$ cat src/rtl/pipe_ctrl.sv
// rtl/pipe_ctrl.sv - pipeline IR register control with stall/annul FSM and hazard watchdog
module pipe_ctrl #(
    parameter logic [31:0] NOP_IR    = 32'h83FFF800,
    parameter int          STALL_MAX = 8
) (
    input  logic        clk,
    input  logic        rst,
    input  logic [31:0] ir_fetch,
    input  logic        stall_req,
    input  logic        branch_taken,
    output logic [31:0] ir_decode,
    output logic [31:0] ir_exec,
    output logic [31:0] ir_mem,
    output logic [31:0] ir_wb,
    output logic        fetch_hold,
    output logic        opcode_type_op,
    output logic        opcode_ld_ldr_exec,
    output logic        opcode_ld_ldr_mem,
    output logic        opcode_ld_ldr_wb,
    output logic        wb_we,
    output logic [4:0]  wb_wa,
    output logic [1:0]  state,
    output logic [15:0] stall_cnt,
    output logic [15:0] annul_cnt,
    output logic        hazard_err
);

    typedef enum logic [1:0] {
        RUN   = 2'd0,
        STALL = 2'd1,
        ANNUL = 2'd2
    } state_t;

    localparam logic [15:0] RUN_MAX = 16'(STALL_MAX);

    state_t      state_q;
    logic [15:0] run_cnt;
    logic        do_annul;

    // A stall always wins; a branch seen during a stall is retried once it clears.
    assign do_annul = branch_taken & ~stall_req;

    function automatic logic is_ld_ldr(input logic [31:0] ir);
        return (ir[31:26] == 6'h18) || (ir[31:26] == 6'h1F);
    endfunction

    function automatic logic writes_reg(input logic [31:0] ir);
        logic [5:0] op;
        op = ir[31:26];
        return ((op[5:4] == 2'b10) || (op[5:4] == 2'b11) ||
                (op == 6'h18) || (op == 6'h1B) || (op == 6'h1C) ||
                (op == 6'h1D) || (op == 6'h1F)) && (ir[25:21] != 5'd31);
    endfunction

    always_ff @(posedge clk or posedge rst) begin
        if (rst) begin
            ir_decode  <= NOP_IR;
            ir_exec    <= NOP_IR;
            ir_mem     <= NOP_IR;
            ir_wb      <= NOP_IR;
            state_q    <= RUN;
            stall_cnt  <= 16'd0;
            annul_cnt  <= 16'd0;
            run_cnt    <= 16'd0;
            hazard_err <= 1'b0;
        end else begin
            ir_wb  <= ir_mem;
            ir_mem <= ir_exec;
            if (stall_req) begin
                ir_exec <= NOP_IR;
            end else if (do_annul) begin
                ir_exec   <= ir_decode;
                ir_decode <= NOP_IR;
            end else begin
                ir_exec   <= ir_decode;
                ir_decode <= ir_fetch;
            end

            if (stall_req && stall_cnt != 16'hFFFF)
                stall_cnt <= stall_cnt + 16'd1;
            if (do_annul && annul_cnt != 16'hFFFF)
                annul_cnt <= annul_cnt + 16'd1;

            if (!stall_req)
                run_cnt <= 16'd0;
            else if (run_cnt != RUN_MAX)
                run_cnt <= run_cnt + 16'd1;

            if (stall_req && run_cnt == RUN_MAX - 16'd1)
                hazard_err <= 1'b1;

            case (state_q)
                RUN, STALL: begin
                    if (stall_req)
                        state_q <= STALL;
                    else if (branch_taken)
                        state_q <= ANNUL;
                    else
                        state_q <= RUN;
                end
                ANNUL:   state_q <= stall_req ? STALL : RUN;
                default: state_q <= RUN;
            endcase
        end
    end

    assign state              = state_q;
    assign fetch_hold         = stall_req & ~rst;
    assign opcode_type_op     = (ir_decode[31:30] == 2'b10);
    assign opcode_ld_ldr_exec = is_ld_ldr(ir_exec);
    assign opcode_ld_ldr_mem  = is_ld_ldr(ir_mem);
    assign opcode_ld_ldr_wb   = is_ld_ldr(ir_wb);
    assign wb_we              = writes_reg(ir_wb) & ~rst;
    assign wb_wa              = ir_wb[25:21];

endmodule

$ cat config.mk
export PLATFORM = sky130hd
export DESIGN_NAME = pipe_ctrl
export DESIGN_NICKNAME = d
export VERILOG_FILES = /design/src/rtl/pipe_ctrl.sv
export SDC_FILE = /design/constraint.sdc
export NUM_CORES = 1
export LEC_CHECK = 0
export CELL_PAD_IN_SITES_DETAIL_PLACEMENT = 0
export CELL_PAD_IN_SITES_GLOBAL_PLACEMENT = 1
export CORE_ASPECT_RATIO = 1.25
export CORE_MARGIN = 3
export CORE_UTILIZATION = 35
export CTS_BUF_LIST = sky130_fd_sc_hd__clkbuf_4
export CTS_CLUSTER_DIAMETER = 30
export CTS_CLUSTER_SIZE = 14
export DETAILED_ROUTE_END_ITERATION = 10
export PLACE_DENSITY_LB_ADDON = 0.1
export SLEW_MARGIN = 5
export SYNTH_ARGS = -nofsm -noshare
export SYNTH_HDL_FRONTEND = slang
export SYNTH_SLANG_ARGS = --single-unit
$ cat constraint.sdc
create_clock -name clk -period 7.5 [get_ports clk]
set_input_delay 1.125 -clock clk [delete_from_list [all_inputs] [get_ports clk]]
set_output_delay 1.125 -clock clk [all_outputs]
set_load 0.1 [all_outputs]
== Yosys cells after proc, flatten, opt, wreduce, memory -nomap -nowiden ==
Index checks and enable logic that the tools add are counted.
Widths: inputs -> output; s select.
Storage, ports and cells
  register bits after elaboration: 179
  word-level logic and storage cells: 60
Cells by class
  reductions and logical operators: 15
  bitwise operators: 5
  $add $sub $neg: 3
  multiplexer cells: 8
  equal/unequal tests: 20
Operators with widths (count)
  $mux 32: 2
  $eq 6x5->1 const B: 9
  $add 16x1->16 const B: 3
  $mux 16: 2
  $ne 16x16->1 const B: 2
  $eq 16x3->1 const B: 1
  $ne 16x4->1 const B: 1
  $logic_or 1x1->1: 9
  $eq 2x2->1 const B: 4
  $ne 5x5->1 const B: 1
  $logic_and 1x1->1: 4
  $mux 2: 2
  $pmux 2 s2: 1
  $and 1x1->1: 3
  $eq 2x1->1 const B: 1
  $logic_not 2->1: 1
  $ne 2x1->1 const B: 1
  $not 1->1: 2
  $reduce_or 2->1: 1
  $mux 1: 1

== Logic depth before layout (Yosys ltp) ==
Gate-level depths: netlist of the first run.
  word-level depth: 9
  depth in mapped cells: 7
  mapped depth without buffers: 7

== Least setup slack after synthesis of the first run ==
Ideal clock, no wire load.
  path type: register to output
  start: register ir_wb[27]
  end: output port wb_we
  buffers on the path: 0
  stages on the path, launching flop included: 5
  data required time: 6.375 ns
  setup slack: 2.655 ns
  arrival time: 3.720 ns
  cell sequence: dfrtp_1 o21ai_0 o21ai_0 a31oi_1 a311oi_1
On the way
  cells in the longest elaborated chain, start to end: 8
  elaborated cells on any way between the ends: 12
  those cells by class: eq/ne (5); bitwise (1); reduce/logical (6)
RTL lines
  start, declared: RTL line 14  | output logic [31:0] ir_wb,
  start signal, assigned: RTL line 67  | ir_wb <= ir_mem;
  $eq 6x5->1: RTL line 51  | (op == 6'h18) || (op == 6'h1B) || (op == 6'h1C) ||
  $logic_or 1x1->1: RTL line 50  | return ((op[5:4] == 2'b10) || (op[5:4] == 2'b11) ||
  $logic_or 1x1->1 (3 in a row): RTL line 51
  $logic_or 1x1->1 (*): RTL line 52  | (op == 6'h1D) || (op == 6'h1F)) && (ir[25:21] != 5'd31);
  $logic_and 1x1->1 (*): RTL line 52
  $and 1x1->1 (*): RTL line 113  | assign wb_we = writes_reg(ir_wb) & ~rst;
  end, declared: RTL line 20  | output logic wb_we,
Mark *: on every way between the ends. The rest lies on a longest branch, timed or not.

== Final worst setup path of the first run ==
  start: input port rst
  end: output port wb_we
On the way
  cells in the longest elaborated chain, start to end: 2
RTL lines
  start, declared: RTL line 7  | input logic rst,
  $not 1->1: RTL line 113
  $and 1x1->1: RTL line 113
No other way between the ends.

==> results_dict.tcl, run 1 <==
set metrics [dict create \
    irDropWorstVdd_uv 216 \
    core_area_um2 18200 \
    slew_headroom_pct 28.7 \
    cts_setup_buffers 0 \
    areaGrowthSynthToFinish_pct 39.8 \
    grt_pass1_wl_mm 23.7 \
    dieArea_um2 20300 \
    worstPathRequired_ns 6.38 \
    root_buffer "clkbuf_4" \
    synthesis.area_um2 6510 \
    grt_pass1_vias 4322 \
    min_period_ns 4.16 \
    via_per_inst 4.69 \
    p_leak_nw 3.90 \
    synthTopCellsByCount "115 x dfrtp_1, 64 x dfstp_2, 38 x nand2_1" \
    dp_hpwl_mm 11.2 \
    outcome "complete, no violations" \
    numCtsBuffers 17 \
    numPortBuffers 209 \
    async_flop_share_pct 100 \
    grtUsageTotal_pct 15.1 \
    syn_nets 534 \
    power_mw 2.68 \
    hold_buffers 0 \
    initial_core_util_pct 35.8 \
    intPower_mw 1.49 \
    first_pass_iters 5 \
    cp_max_fo 3 \
    p_sw_mw 1.19 \
    drv_slew 0 \
    die_y_um 158 \
    syn-instance-count 494 \
    wl_per_cell_um 16.4 \
    synth.most_common_cell "dfrtp_1" \
    gp_congestion 0.801 \
    via_count 4435 \
    die_w_um 128 \
    rsz0062_at_grt "no" \
    ys.flop_type "dfrtp_1" \
    fin_nets 744 \
    drc_errors 0 \
    clk_latency_ns 0.55 \
    hold_viol 0 \
    cts_resized 0 \
    drtIter0Drc 170 \
    ys_seq_area_share_pct 70.0 \
    clkPwrFrac_pct 20.1 \
    cp-end-kind "primary output" \
    yosysTopAreaCellShare_pct 44.2 \
    fillers 1657 \
    fin_tns_setup_ns 0 \
    ant_nets 0 \
    clock-sinks 179 \
    cts_buffer_depth 2 \
    io_pins 210 \
    synth_edf_count 0 \
    finalSetupViolCount 0 \
    synth_seq_cells 179 \
    max_freq_mhz 240 \
    syn_area_per_cell_um2 13.2 \
    std_cell_rows 55 \
    drive_above_1_share_pct 17.9 \
    synth_top_area_cell "dfrtp_1" \
    tritoncts "built" \
    sw_frac_of_total_pct 44.6 \
    power_density_nw_per_um2 295 \
    htreeDepth 4 \
    finClkSkew_ns 0.0182 \
    synth_warnings 0 \
    fin_crit_sh_pct 55.5 \
    grt_overflow 0 \
    seq_power_share_pct 43.1 \
    cp_data_arrival_time_ns 3.04 \
    path_clk_slew_ns 0.14 \
    drv_cap 0 \
    ys_types 47 \
    tightestPinTransition_ns 1.06 \
    grt_start_max_net_pins 109 \
    hold_path_class "flip-flop to flip-flop" \
    pwr-share-comb_pct 36.8 \
    drt-total-wl_mm 15.5 \
    crit_path_start_kind "primary input" \
    crit_type "primary input to primary output" \
    synth_area_leaders "dfrtp_1 44%, dfstp_2 26%, xnor2_1 3.2%" \
    antenna_found_initial 1 \
]
[power by group through the flow]
stage	logic, mW	clock network, mW	registers (mW)
floorplan	0.136	0	1.78
global placement	0.988	0	1.17
detailed placement	0.993	0	1.18
CTS	0.995	0.563	1.16
global route	1.02	0.601	1.17
finish	0.986	0.538	1.16
[per-layer routing]
layer | vias up | track usage (%) | wire (µm)
met2 | 147 | 24.8 | 7790
li1 | 2087 | - | -
met1 | 2183 | 19.5 | 6630
met3 | 18 | 4.19 | 840
met5 | - | 0 | 0
met4 | 0 | 4.85 | 218
[cells by family (layout without fill, tap and decap cells)]
logic type	Yosys count	after routing	share of synthesized area [%]
and+or+nand+nor	189	189	15.9
DFF	179	179	70.0
AOI/OAI and AO/OA	50	50	5.29
xor gates and xnor gates	41	41	5.52
buffers and inverters	28	251	1.94
adders and majority gates	4	4	0.769
muxes	3	3	0.500
other	0	1	0
[worst max-delay path: stages]
cell and delay (ns):
clkdlybuf4s50_1 0.51, a311oi_1 0.23, clkdlybuf4s50_1 1.17
[state kept, by name, indices dropped and copies added, names as in the netlist]
register / cells
ir_decode: 32
ir_exec: 32
ir_mem: 32
ir_wb: 32
annul_cnt: 16
run_cnt: 16
stall_cnt: 16
state: 2
hazard_err: 1
[final timing paths]
path	cells after the start	endpoint	startpoint	slack, ns
min	0	ir_mem[13]$_DFF_PP1_	ir_exec[13]$_DFF_PP1_	0.37
min in group asynchronous	2	annul_cnt[13]$_DFFE_PP0P_	rst	1.20
max in group asynchronous	3	ir_decode[27]$_DFFE_PP0N_	rst	4.78
max reg2reg	5	stall_cnt[1]$_DFFE_PP0P_	stall_cnt[0]$_DFFE_PP0P_	5.45
min reg2reg	0	ir_mem[13]$_DFF_PP1_	ir_exec[13]$_DFF_PP1_	0.37
max	3	wb_we	rst	3.34
[stage by stage]
| stage | worst slack, ns | std cells | instance area [µm²] | utilization, % | hold WS, ns |
|---|---|---|---|---|---|
| finish | 3.34 | 946 | 9100 | 50.1 | 0.374 |
| detailed placement | 3.33 | 913 | 8810 | 48.5 | 0.355 |
| floorplan | 1.62 | 494 | 6510 | - | 0.512 |
| global placement | 3.33 | 913 | 8810 | 48.5 | 0.355 |
| CTS | 3.33 | 945 | 9090 | 50.1 | 0.373 |
| global route | 3.29 | 946 | 9100 | 50.1 | 0.373 |
[cells in the final DEF, fill, tap and decap left out, drive strengths merged, types with 18 or more instances in the layout]
| cell | n |
|---|---|
| nand2 | 39 |
| or2 | 18 |
| nor2b | 23 |
| nor2 | 34 |
| nand3 | 24 |
| clkdlybuf4s50 | 208 |
| xnor2 | 24 |
| o21ai | 22 |
| dfrtp | 115 |
| dfstp | 64 |
[final cells by class]
type,instances,area [µm²],area share [%]
multi-input cells,287,1820,20.0
well taps,228,285,3.14
clock inverters,15,158,1.73
flip-flops and latches,179,4560,50.1
clock buffers,17,128,1.40
repair buffers,212,2110,23.2
diodes,1,2.50,0.0275
inverters,7,31.3,0.344
No activity file was read; power rests on OpenSTA's default activity.
==> run 2: changes to the inputs <==
clock period = 3.95 ns   (was 7.5 ns; I/O delays follow)
==> run 2 against run 1 <==
Compared with the run above:
- first-iteration DRC count is 19% higher
- non-clock buffer count is 2 higher
- design area is 0.66% higher
- core utilization is 0.33 points higher
- setup slack worse by 2.4 ns
- clock power is 99% higher
- clock-buffer cell count stayed put
- wire length is 0.10% higher
- critical path depth is 1 lower
- via count hardly changed
- global-route usage is 0.41 points higher
- largest cell class unchanged
- highest routed layer unchanged
==> results_dict.tcl, run 2 (synthesis gave the netlist of run 1 again) <==
set metrics [dict create \
    areaGrowthSynthToFinish_pct 40.7 \
    fin_nets 746 \
    p_leak_nw 3.93 \
    clock-sinks 179 \
    place_area_um2 8840 \
    die_w_um 128 \
    placedCellCount 915 \
    dp_hpwl_mm 11.4 \
    finalSetupViolCount 0 \
    tritoncts "built" \
    io_pins 210 \
    cts_buffer_depth 2 \
    finalNonFillerCells 948 \
    crit_type "flip-flop to primary output" \
    layout_commonest_cell "clkdlybuf4s50_1" \
    crit_path_start_kind "flip-flop" \
    numCtsBuffers 17 \
    cp_data_arrival_time_ns 2.42 \
    hold_start "ir_exec[22]$_DFF_PP1_" \
    via_per_inst 4.68 \
    fin_crit_sh_pct 76.2 \
    grt_pass1_vias 4494 \
    mostFrequentLayoutCells "203 x clkdlybuf4s50_1, 115 x dfrtp_1, 64 x dfstp_2, 38 x nand2_1, 34 x nor2_1" \
    path_clk_slew_ns 0.15 \
    fin_ws_ns 0.939 \
    cts_setup_buffers 0 \
    worstPathRequired_ns 3.36 \
    hold_buffers 0 \
    r2r_setup_slack_ns 1.86 \
    cp-end-kind "primary output" \
    dieArea_um2 20300 \
    fin_tns_setup_ns 0 \
    fin_util_pct 50.4 \
    via_count 4437 \
    hold_path_class "flip-flop to flip-flop" \
    dpl_worst_slack_ns 1.43 \
    irDropWorstVdd_uv 272 \
    tightestPinTransition_ns 1.10 \
    grt_start_max_net_pins 99 \
    holdWs_ns 0.369 \
    core_area_um2 18200 \
    crit_path_start "ir_decode[31]$_DFFE_PP1N_" \
    min_period_ns 3.01 \
    stdcell_area_um2 9160 \
    outcome "complete, no violations" \
    numPortBuffers 209 \
    initial_core_util_pct 35.8 \
    finClkSkew_ns 0.0152 \
    std_cell_rows 55 \
    grt_overflow 0 \
    slew_headroom_pct 26.1 \
    first_pass_iters 4 \
    drt-total-wl_mm 15.5 \
    drive_above_1_share_pct 19.5 \
    cts_resized 0 \
    drv_cap 0 \
    die_y_um 158 \
    gp_congestion 0.792 \
    wl_per_cell_um 16.3 \
    power_mw 5.14 \
    ant_nets 0 \
    drtIter0Drc 202 \
    power_density_nw_per_um2 561 \
    hold_viol 0 \
    rsz0062_at_grt "no" \
    clk_latency_ns 0.55 \
    cp_max_fo 4 \
    root_buffer "clkbuf_4" \
    grtUsageTotal_pct 15.5 \
    max_freq_mhz 332 \
    timing.rr.start "stall_cnt[1]$_DFFE_PP0P_" \
    htreeDepth 4 \
    drc_errors 0 \
    antenna_found_initial 1 \
    grt_pass1_wl_mm 24.5 \
    drv_slew 0 \
]
==> run 2: cell types whose count changed in the layout (fill, tap and decap cells not counted), moves of 2 or more <==
cell / change
buf_4: +6
clkinv_2: -3
clkdlybuf4s50_1: -5
a211oi_2: +3
a211oi_1: -3
inv_8: +2
clkinv_8: +3
inv_6: +2
==> run 2: metal layers <==
metal  GRT usage, %  wire (µm)  up-vias
li1               -          -     2087
met1           19.4       6350     2210
met2           26.8       8250      133
met3           3.89        762        7
met4           4.40        134        0
met5              0          0        -
==> run 2: worst max-delay path: stages, from the launching register on <==
cell and delay [ns]:
dfstp_2 0.57, nor2b_1 0.15, clkdlybuf4s50_1 1.16
==> run 2: worst paths after layout <==
| path | to | depth (start not counted) |
|---|---|---|
| worst max-delay path | opcode_type_op | 2 |
| worst min-delay path | ir_mem[22]$_DFF_PP1_ | 0 |
| worst max register to register | stall_cnt[1]$_DFFE_PP0P_ | 5 |
| worst min register to register | ir_mem[22]$_DFF_PP1_ | 0 |
| max in group asynchronous | ir_mem[7]$_DFF_PP0_ | 3 |
| min in group asynchronous | run_cnt[13]$_DFFE_PP0P_ | 3 |
==> run 2: power breakdown <==
| group | switching, mW | total (mW) | internal (mW) |
|---|---|---|---|
| combinational | 1.47 | 1.88 | 0.408 |
| clock | 0.712 | 1.07 | 0.354 |
| sequential | 0.160 | 2.19 | 2.03 |
| total | 2.34 | 5.14 | 2.80 |
==> run 2: area by class of cell <==
class	instances	area (µm²)
clock buffers	17	128
diodes	1	2.50
inverters	7	30.0
repair buffers	214	2120
flip-flops and latches	179	4560
fillers	1653	9010
well taps	228	285
multi-input cells	287	1840
clock inverters	15	183
